File: src/rtl/dom_sched_pkg.sv
// dom_sched_pkg: shared FSM states and LFSR constants for the DOM round-robin scheduler
package dom_sched_pkg;
  typedef enum logic [1:0] {IDLE, COMP, OUT} state_t;
  localparam logic [15:0] LFSR_TAPS = 16'hB400;
  localparam logic [15:0] LFSR_ZERO_SEED = 16'h0001;
endpackage

File: src/rtl/dom_and_d1.sv
// dom_and_d1: first-order DOM AND gadget with registered, refreshed cross-domain terms
module dom_and_d1 (
  input  logic       clk,
  input  logic       rst,
  input  logic       en,
  input  logic [1:0] a,
  input  logic [1:0] b,
  input  logic       r,
  output logic [1:0] c
);
  logic a0b0, a1b1, a0b1, a1b0;
  logic [1:0] q;
  assign a0b0 = a[0] & b[0];
  assign a1b1 = a[1] & b[1];
  assign a0b1 = a[0] & b[1];
  assign a1b0 = a[1] & b[0];
  always_ff @(posedge clk) begin
    if (rst) q <= '0;
    else if (en) q <= {a1b0 ^ r, a0b1 ^ r};
  end
  assign c = {a1b1 ^ q[1], a0b0 ^ q[0]};
endmodule

File: src/rtl/dom_rr_sched.sv
// dom_rr_sched: round-robin sharing of one DOM AND gadget among N_REQ requesters
module dom_rr_sched
  import dom_sched_pkg::*;
#(
  parameter int N_REQ = 4,
  parameter int LFSR_W = 16
) (
  input  logic                       clk,
  input  logic                       rst,
  input  logic [LFSR_W-1:0]          port_seed,
  input  logic [N_REQ-1:0]           req,
  input  logic [2*N_REQ-1:0]         port_a,
  input  logic [2*N_REQ-1:0]         port_b,
  output logic [N_REQ-1:0]           gnt,
  output logic                       valid,
  output logic [1:0]                 port_c,
  output logic [$clog2(N_REQ)-1:0]   port_id
);
  localparam int IW = $clog2(N_REQ);
  state_t state;
  logic [IW-1:0] last_grant, win, idx, op_id;
  logic [1:0] op_a, op_b, gc;
  logic [LFSR_W-1:0] lfsr;
  logic found, accept;
  always_comb begin
    win = '0;
    found = 1'b0;
    idx = '0;
    for (int i = 1; i <= N_REQ; i++) begin
      idx = IW'((int'(last_grant) + i) % N_REQ);
      if (!found && req[idx]) begin
        found = 1'b1;
        win = idx;
      end
    end
  end
  assign accept = !rst && state != COMP && found;
  assign gnt = accept ? (N_REQ'(1) << win) : '0;
  always_ff @(posedge clk) begin
    if (rst) begin
      state <= IDLE;
      last_grant <= IW'(N_REQ - 1);
      op_a <= '0;
      op_b <= '0;
      op_id <= '0;
      valid <= 1'b0;
      lfsr <= (port_seed == '0) ? LFSR_W'(LFSR_ZERO_SEED) : port_seed;
    end else begin
      valid <= state == COMP;
      if (accept) begin
        state <= COMP;
        last_grant <= win;
        op_id <= win;
        op_a <= port_a[{win, 1'b0} +: 2];
        op_b <= port_b[{win, 1'b0} +: 2];
        lfsr <= {lfsr[LFSR_W-2:0], ^(lfsr & LFSR_W'(LFSR_TAPS))};
      end else begin
        state <= (state == COMP) ? OUT : IDLE;
      end
    end
  end
  dom_and_d1 u_gadget (
    .clk(clk),
    .rst(rst),
    .en (state == COMP),
    .a  (op_a),
    .b  (op_b),
    .r  (lfsr[0]),
    .c  (gc)
  );
  assign port_c = valid ? gc : 2'b00;
  assign port_id = valid ? op_id : '0;
endmodule

File: config.mk
export PLATFORM = sky130hd
export DESIGN_NAME = dom_rr_sched
export DESIGN_NICKNAME = d
export VERILOG_FILES = /design/src/rtl/dom_sched_pkg.sv /design/src/rtl/dom_and_d1.sv /design/src/rtl/dom_rr_sched.sv
export SDC_FILE = /design/constraint.sdc
export NUM_CORES = 1
export LEC_CHECK = 0
export CAP_MARGIN = 5
export CORE_MARGIN = 1
export CORE_UTILIZATION = 51
export CTS_BUF_LIST = sky130_fd_sc_hd__clkbuf_4
export CTS_CLUSTER_DIAMETER = 40
export CTS_CLUSTER_SIZE = 25
export DETAILED_ROUTE_END_ITERATION = 10
export PLACE_DENSITY = 0.95
export SLEW_MARGIN = 20
export SYNTH_ARGS = -nofsm -noshare
export SYNTH_HDL_FRONTEND = slang
export SYNTH_HIERARCHICAL = 1
export SYNTH_SLANG_ARGS = --single-unit
export TNS_END_PERCENT = 50
File: constraint.sdc
create_clock -name clk -period 3.03 [get_ports clk]
set_clock_uncertainty 0.1 [all_clocks]
set_input_delay 0.4545 -clock clk [delete_from_list [all_inputs] [get_ports clk]]
set_output_delay 0.4545 -clock clk [all_outputs]
set_load 0.01 [all_outputs]
Word level (Yosys, flattened, before mapping) --
Cells that the tools add are included.
Operators by class: add/subtract/negate cells 4, magnitude comparators 4, equal/unequal tests 2, shift operators 3, mux-type cells 24, bitwise gates (word level) 8, reduce and logical (&&, ||, !) cells 13
Operators with widths (count):
- $mux W16 | 3
- $logic_not A16 Y1 | 1
- $reduce_xor A16 Y1 | 1
- $shiftx A8 B4 Y2 | 2
- $mux W2 | 7
- $lt A2 B3 Y1 const B | 4
- $mux W1 | 9
- $bmux W1 S2 | 4
- $logic_and A1 B1 Y1 | 5
- $add A2 B1 Y2 const B | 2
- $add A2 B2 Y2 const B | 2
- $and A1 B1 Y1 | 4
- $logic_not A1 Y1 | 4
- $mux W4 | 1
- $shl A1 B2 Y4 const A | 1
- $xor A1 B1 Y1 | 4
- $eq A2 B1 Y1 const B | 1
- $ne A2 B1 Y1 const B | 1
- $reduce_bool A2 Y1 | 1
- $reduce_or A2 Y1 | 1
Storage, ports and cells: register bits after elaboration 29, input bits 38, logic and storage cells 67

Depth between registers and ports, before layout --
Gate-level depths: netlist of the first run.
depth after elaboration 16, gate-level depth with buffers 6, depth with buffers taken out 5

By module --
The synthesis of the first run kept the hierarchy.
Modules (own cells, without submodules):
- dom_rr_sched | times used 1, cells an instance 121, area an instance 1331.3 um^2, seq. area each 700.7 um^2
- dom_and_d1 | times used 1, cells an instance 15, area an instance 138.9 um^2, seq. area each 40.0 um^2

Worst setup path after synthesis of the first run --
Ideal clock, no wire load.
kind in2out, start point in req[1], end point out gnt[0], arrival time 1.525 ns, data required time 2.475 ns, slack 0.951 ns, stages on the path 5, path buffers 1, path through or4_1 > and3_1 > buf_2 > o21ai_2 > nor2_1
Between the ends: word-level cells in the longest chain between the ends 14, elaborated cells between the ends (all ways) 25
RTL lines:
- start, declared | RTL line dom_rr_sched.sv:11 | input logic [N_REQ-1:0] req,
- $bmux W1 S2 | RTL line dom_rr_sched.sv:31 | if (!found && req[idx]) begin
- $mux W1 (implied by the code) | RTL line dom_rr_sched.sv:31
- $mux W1 | RTL line dom_rr_sched.sv:31
- $logic_not A1 Y1 | RTL line dom_rr_sched.sv:31
- $logic_and A1 B1 Y1 | RTL line dom_rr_sched.sv:31
- $mux W1 | RTL line dom_rr_sched.sv:31
- $logic_not A1 Y1 | RTL line dom_rr_sched.sv:31
- $logic_and A1 B1 Y1 | RTL line dom_rr_sched.sv:31
- $mux W1 | RTL line dom_rr_sched.sv:31
- $logic_not A1 Y1 | RTL line dom_rr_sched.sv:31
- $logic_and A1 B1 Y1 | RTL line dom_rr_sched.sv:31
- $mux W2 / $mux W1 (equally long branches) | RTL line dom_rr_sched.sv:31
- $shl A1 B2 Y4 / $logic_and A1 B1 Y1 (equally long branches) | RTL line dom_rr_sched.sv:38, dom_rr_sched.sv:37
- $mux W4 (*) | RTL line dom_rr_sched.sv:38 | assign gnt = accept ? (N_REQ'(1) << win) : '0;
- end, declared | RTL line dom_rr_sched.sv:14 | output logic [N_REQ-1:0] gnt,
Mark *: on every way between the ends. The rest lies on a longest branch, timed or not. The select of a mux whose other input is x is not followed.

Worst setup path after layout of the first run --
start point in req[1], end point out gnt[2]
Same word-level chain as after synthesis.

==> results of run 1 <==
worst max-delay path: stages:
cell and delay [ns]:
clkdlybuf4s50_1 0.48, or4_4 0.57, and3_2 0.27, nand2_1 0.11, nor2_1 0.05, clkdlybuf4s50_1 0.48
area by class of cell:
| class | count | area [sq um] | share of cell area, % |
|---|---|---|---|
| sequential | 29 | 741 | 36.1 |
| multi-input combinational | 99 | 703 | 34.3 |
| timing repair buffer | 50 | 493 | 24.0 |
| clock buffer | 7 | 52.6 | 2.56 |
| tap | 31 | 38.8 | 1.89 |
| inverter | 5 | 18.8 | 0.915 |
| clock inverter | 1 | 3.75 | 0.183 |
registers in the layout, summed over array words and instances, names as in the netlist:
signal,cells
lfsr,16
last_grant,2
op_a,2
op_b,2
op_id,2
state,2
u_gadget/q,2
valid,1
metrics by stage:
stage / instance area, sq um / setup WS, ns
after floorplan: 1470 / 0.951
after global placement: 1990 / 0.119
after detailed placement: 1990 / 0.0459
after CTS: 2040 / 0.0420
after global routing: 2050 / 0.0136
final: 2050 / 0.0605
cells by family after synthesis:
| family | after synthesis |
|---|---|
| AOI/OAI and AO/OA | 25 |
| muxes | 16 |
| xor gates and xnor gates | 5 |
| DFF | 29 |
| and+or+nand+nor | 53 |
| buffers and inverters | 8 |
layer usage:
layer	vias up	GRT usage (%)	share of wire, %
li1	617	-	-
met5	-	0	0
met1	639	29.2	41
met4	0	8.21	1.8
met3	6	8.37	5.5
met2	40	43.5	52
timing repair:
| action | in CTS | in global routing |
|---|---|---|
| setup endpoints to repair | 0 | 4 |
| endpoints found under the hold margin | 0 | 0 |
| resized for setup | 0 | 3 |
| buffers inserted | 0 | 0 |
power by group:
group	internal, uW	switching (uW)
clock	107	131
combinational	131	106
sequential	477	31.0
total	715	268
final timing paths:
check	startpoint	end	slack, ns	cells after the start
setup / recovery	req[1]	gnt[2]	0.06	6
hold reg to reg	op_id[1]$_SDFFE_PP0P_	op_id[1]$_SDFFE_PP0P_	0.34	2
setup reg to reg	last_grant[0]$_SDFFE_PP1P_	op_a[0]$_SDFFE_PP0P_	1.21	5
hold / removal	op_id[1]$_SDFFE_PP0P_	op_id[1]$_SDFFE_PP0P_	0.34	2
cells in the final DEF (no fill, tap or decap), types with 2 or more instances in the layout:
master	n
a2111oi_2	2
a22o_1	6
and2_1	5
and4_1	2
buf_4	4
clkbuf_4	7
clkdlybuf4s50_1	45
dfxtp_1	13
edfxtp_1	16
inv_1	5
mux2_2	9
mux2i_1	7
nand2_1	11
nand2b_1	3
nand3_1	4
nor2_1	15
nor2b_1	2
nor4_1	4
nor4bb_1	2
o211ai_1	3
o21ai_0	4
o221ai_1	2
xnor2_1	3
xor2_1	2
==> run summary, run 1 <==
Status - finished clean
Simple-Gate Fraction of Synth Area - 19.2%
Worst vdd rail ir drop - 0.495 mV
Hold Crit Class - reg2reg
HPWL after DPL - 2.80 mm
Diode count - 0
Synth-to-layout area growth - 39.5%
Required @ worst endpoint - 2.48 ns
Die extent in y - 55.7 microns
Overall routing resource usage - 25.1%
CTS H-tree depth - 2
Clock root cell - clkbuf_4
Register area share after synthesis - 50.4%
Clk buf depth - 2
Via count - 1302
Crit path DAT - 2.41 ns
Leak - 0.000801 uW
Mapped Avg Cell Area - 10.8 sq um
Most common cell in the netlist - edfxtp_1
Max frequency - 0.337 GHz
Nets - 228
Post-synth EDFFs - 16
Die area - 3100 sq um
Largest cells by area after synthesis - edfxtp_1, dfxtp_1, mux2_2, mux2i_1, nor2_1
Pre-antenna DRT Iters - 4
Tcrit/Tclk final - 98.0%
Synth area leader - edfxtp_1
Initial antenna violation count - 0
CTS tree - yes
Initial DRC Count - 75
Fill cells - 189
DR DRC count - 0
Syn_nets - 174
Skew-Pair Late Insertion Delay - 0.34 ns
Synthesized cell area - 1470 sq um
CTS buffer count - 5
Cells after Synth - 136
Count of final hold-check violations - 0
Mux cell area share after synthesis - 11.7%
Pwr dens - 479 nW/um^2
Antenna viol nets, final - 0
Type of origin of the critical path - primary input
Via density - 5.86
Initial Util - 53.8%
Finished Core Util - 75.0%
YS warnings - 6
Layout cell share with drive strength beyond 1 - 14.1%
Ys flop type - edfxtp_1
Largest family of logic cells by synthesized area - simple AND/OR/NAND/NOR gates
Worst-Margin Slew - 0.631 ns
Yosys reg bits - 29
Hold_buf cts - 0
Xor-xnor portion of the synthesized cell area - 2.98%
MaxCap Viol Count - 0
Fraction of registers with async set/reset - 0%
PortBufs - 46
Synth cell count leaders - edfxtp_1, nor2_1, dfxtp_1
Max-slew headroom - 57.9%
Grt ovf - 0
Unrepaired setup endpoints after global routing - false
Average wire per standard cell - 16.1 microns
Worst Path Max Fanout - 6
Routed wire length - 3.58 mm
Worst-path clk slew - 0.08 ns
Number of global-route vias before repair - 1313
Top-level port count - 47
Core Rows - 19
Largest net degree at the start of global routing - 18
Final Max Slew Viols - 0
Final Power - 983 uW
DIE WIDTH - 55.7 microns
Crit end category - output port
CTS Sinks - 29
Final TNS setup - 0 ns
GPL Wtd Cong - 0.880
First-pass GRT wire length - 5.89 mm
Post-synthesis compound-gate area fraction - 13.6%
Layout Cells excl Fill - 222
Final worst path period need - 2.97 ns
Yosys top cell area share - 32.7%
DP Cell Count - 214
Distinct cell type count after synthesis - 36
Final hold slack - 0.345 ns
Core ar. - 2730 sq um
Final setup fails - 0
Worst Path Class, Setup - in2out
Adder-Cell Fraction of Synth Area - 0%
(Power assumes the default switching activity.)
==> run 2, diff against run 1 <==
- CORE_MARGIN: 1 -> 1.5
- GPL_ROUTABILITY_DRIVEN: unset -> 0
==> run 2 against run 1 <==
Net effect:
- global-route usage rose by 0.14 points
- setup slack got worse by 0.018 ns
- first-iteration DRC count fell by 11%
- routed wire length rose by 5.8%
- register-to-register slack got worse by 0.05 ns
- cell area fell by 0.43%
- sequential cell count did not move
- die area rose by 3.6%
- via count rose by 2.2%
- count of clock-buffer cells in the layout fell by 2
- critical endpoint unchanged
- largest cell class unchanged
==> run summary, run 2 (same netlist as run 1, synthesis figures left out) <==
Status - finished clean
Worst Path Class, Setup - in2out
Die extent in y - 56.7 microns (+1.8%)
Final Max Slew Viols - 0 (unchanged)
Clk buf depth - 2 (unchanged)
Postcts setup bufs - 0 (unchanged)
Most frequent cells in the layout - clkdlybuf4s50_1, edfxtp_1, nor2_1, dfxtp_1, nand2_1
Worst Path Max Fanout - 6 (unchanged)
Worst-path clk slew - 0.09 ns (about the same)
Commonest non-fill, non-tap cell in the layout - clkdlybuf4s50_1
Layout Cells excl Fill - 222 (unchanged)
CTS buffer count - 5 (unchanged)
Multi-input gate area in the final layout - 703 sq um (unchanged)
Top-level port count - 47 (unchanged)
Reg2Reg Depth - 5 (unchanged)
Type of origin of the critical path - primary input
Largest net degree at the start of global routing - 18 (unchanged)
Nets - 228 (unchanged)
Overall routing resource usage - 25.3% (+0.14 points)
Hold wc startpoint - op_id[1]$_SDFFE_PP0P_
CTS Sinks - 29 (unchanged)
Antenna viol nets, final - 0 (unchanged)
Final Power - 974 uW (-0.97%)
Hold Crit Class - reg2reg
Number of global-route vias before repair - 1272 (-3.1%)
Initial DRC Count - 67 (-11%)
Seq. cell area - 741 sq um (unchanged)
Unrepaired setup endpoints after global routing - false
CTS H-tree depth - 2 (unchanged)
Via density - 6.00 (+2.2%)
Core Rows - 19 (unchanged)
Final worst path period need - 2.99 ns (+0.0181 ns)
Top reg by flops - lfsr
Core ar. - 2730 sq um (unchanged)
Worst vdd rail ir drop - 0.415 mV (-16%)
Routed wire length - 3.79 mm (+5.8%)
Max FFs per register - 16 (unchanged)
CTS tree - yes
Pwr dens - 477 nW/um^2 (-0.54%)
Final setup fails - 0 (unchanged)
Tcrit/Tclk final - 98.6% (+0.60 points)
Clock root cell - clkbuf_4
Max-slew headroom - 55.2% (-2.7 points)
Leak - 0.000781 uW (-2.5%)
Grt ovf - 0 (unchanged)
Critical Path Start - req[1]
Final hold slack - 0.354 ns (+0.00915 ns)
DR DRC count - 0 (unchanged)
HPWL after DPL - 2.89 mm (+3.1%)
Crit end category - output port
Required @ worst endpoint - 2.48 ns (about the same)
Layout cell share with drive strength beyond 1 - 13.6% (-0.52 points)
Critical path endpoint - gnt[2]
Hold_buf cts - 0 (unchanged)
R2R Setup Slk - 1.16 ns (-0.05 ns)
Count of final hold-check violations - 0 (unchanged)
Initial Util - 53.8% (unchanged)
Synth-to-layout area growth - 38.9%
MaxCap Viol Count - 0 (unchanged)
Post-CTS sizing - 0 (unchanged)
Skew-Pair Late Insertion Delay - 0.34 ns (about the same)
Fill cells - 190 (+0.53%)
Capture point of the worst reg-to-reg path - op_a[0]$_SDFFE_PP0P_
Via count - 1331 (+2.2%)
Pre-antenna DRT Iters - 4 (unchanged)
Diode count - 0 (unchanged)
Max frequency - 0.335 GHz (-0.61%)
DP Cell Count - 214 (unchanged)
DIE WIDTH - 56.7 microns (+1.8%)
First-pass GRT wire length - 5.91 mm (+0.48%)
PortBufs - 46 (unchanged)
Crit path DAT - 2.43 ns (+0.02 ns)
Die area - 3210 sq um (+3.6%)
Worst-Margin Slew - 0.671 ns (+0.0405 ns)
Final TNS setup - 0 ns (unchanged)
Average wire per standard cell - 17.1 microns (+5.8%)
Initial antenna violation count - 0 (unchanged)
Reg2reg start - last_grant[0]$_SDFFE_PP1P_
==> run 2: changes by cell type in the layout (fill, tap and decap cells not counted) <==
cell and delta:
clkinv_2 +1, clkbuf_4 -2, clkinv_1 +1, dlymetal6s2s_1 -1
clkdlybuf4s50_1 +1
==> run 2: power by group <==
group          internal [uW]  switching, uW
registers                477           33.2
logic                    131            107
clock network           83.6            141
total                    692            282
==> run 2: metrics by stage <==
| stage | area [sq um] | setup WS [ns] | util [%] |
|---|---|---|---|
| global placement | 1990 | 0.120 | 72.7 |
| CTS | 2040 | 0.00854 | 74.5 |
| detailed placement | 1990 | 0.0106 | 72.7 |
| global route | 2040 | 0.0143 | 74.7 |
| finish | 2040 | 0.0424 | 74.7 |
| floorplan | 1470 | 0.951 | - |
==> run 2: layout make-up <==
cell class | count | share of cell area [%]
inverters | 5 | 0.919
well taps | 31 | 1.90
clock buffers | 5 | 1.84
flip-flops and latches | 29 | 36.3
repair buffers | 50 | 24.0
multi-input cells | 99 | 34.4
clock inverters | 3 | 0.613
==> run 2: critical path, stage by stage <==
cell and delay, ns:
clkdlybuf4s50_1 0.48, or4_4 0.58, and3_2 0.27, nand2_1 0.12
nor2_1 0.05, clkdlybuf4s50_1 0.47
==> run 2: worst min-delay path by stage <==
stage                       endpoint  slack (ns)  cells past startpoint
6_report       op_id[1]$_SDFFE_PP0P_        0.35                      2
5_1_grt        op_id[1]$_SDFFE_PP0P_        0.37                      2
4_1_cts        op_id[1]$_SDFFE_PP0P_        0.35                      2
3_5_place_dp   op_id[1]$_SDFFE_PP0P_        0.34                      2
3_3_place_gp   op_id[1]$_SDFFE_PP0P_        0.33                      2
2_1_floorplan  op_id[1]$_SDFFE_PP0P_        0.32                      2
==> run 2: per-layer routing <==
layer	GRT usage (%)	share of wire, %
met1	29.6	40
met2	40.4	51
met3	8.76	6.4
met4	13.9	2.6
met5	0	0
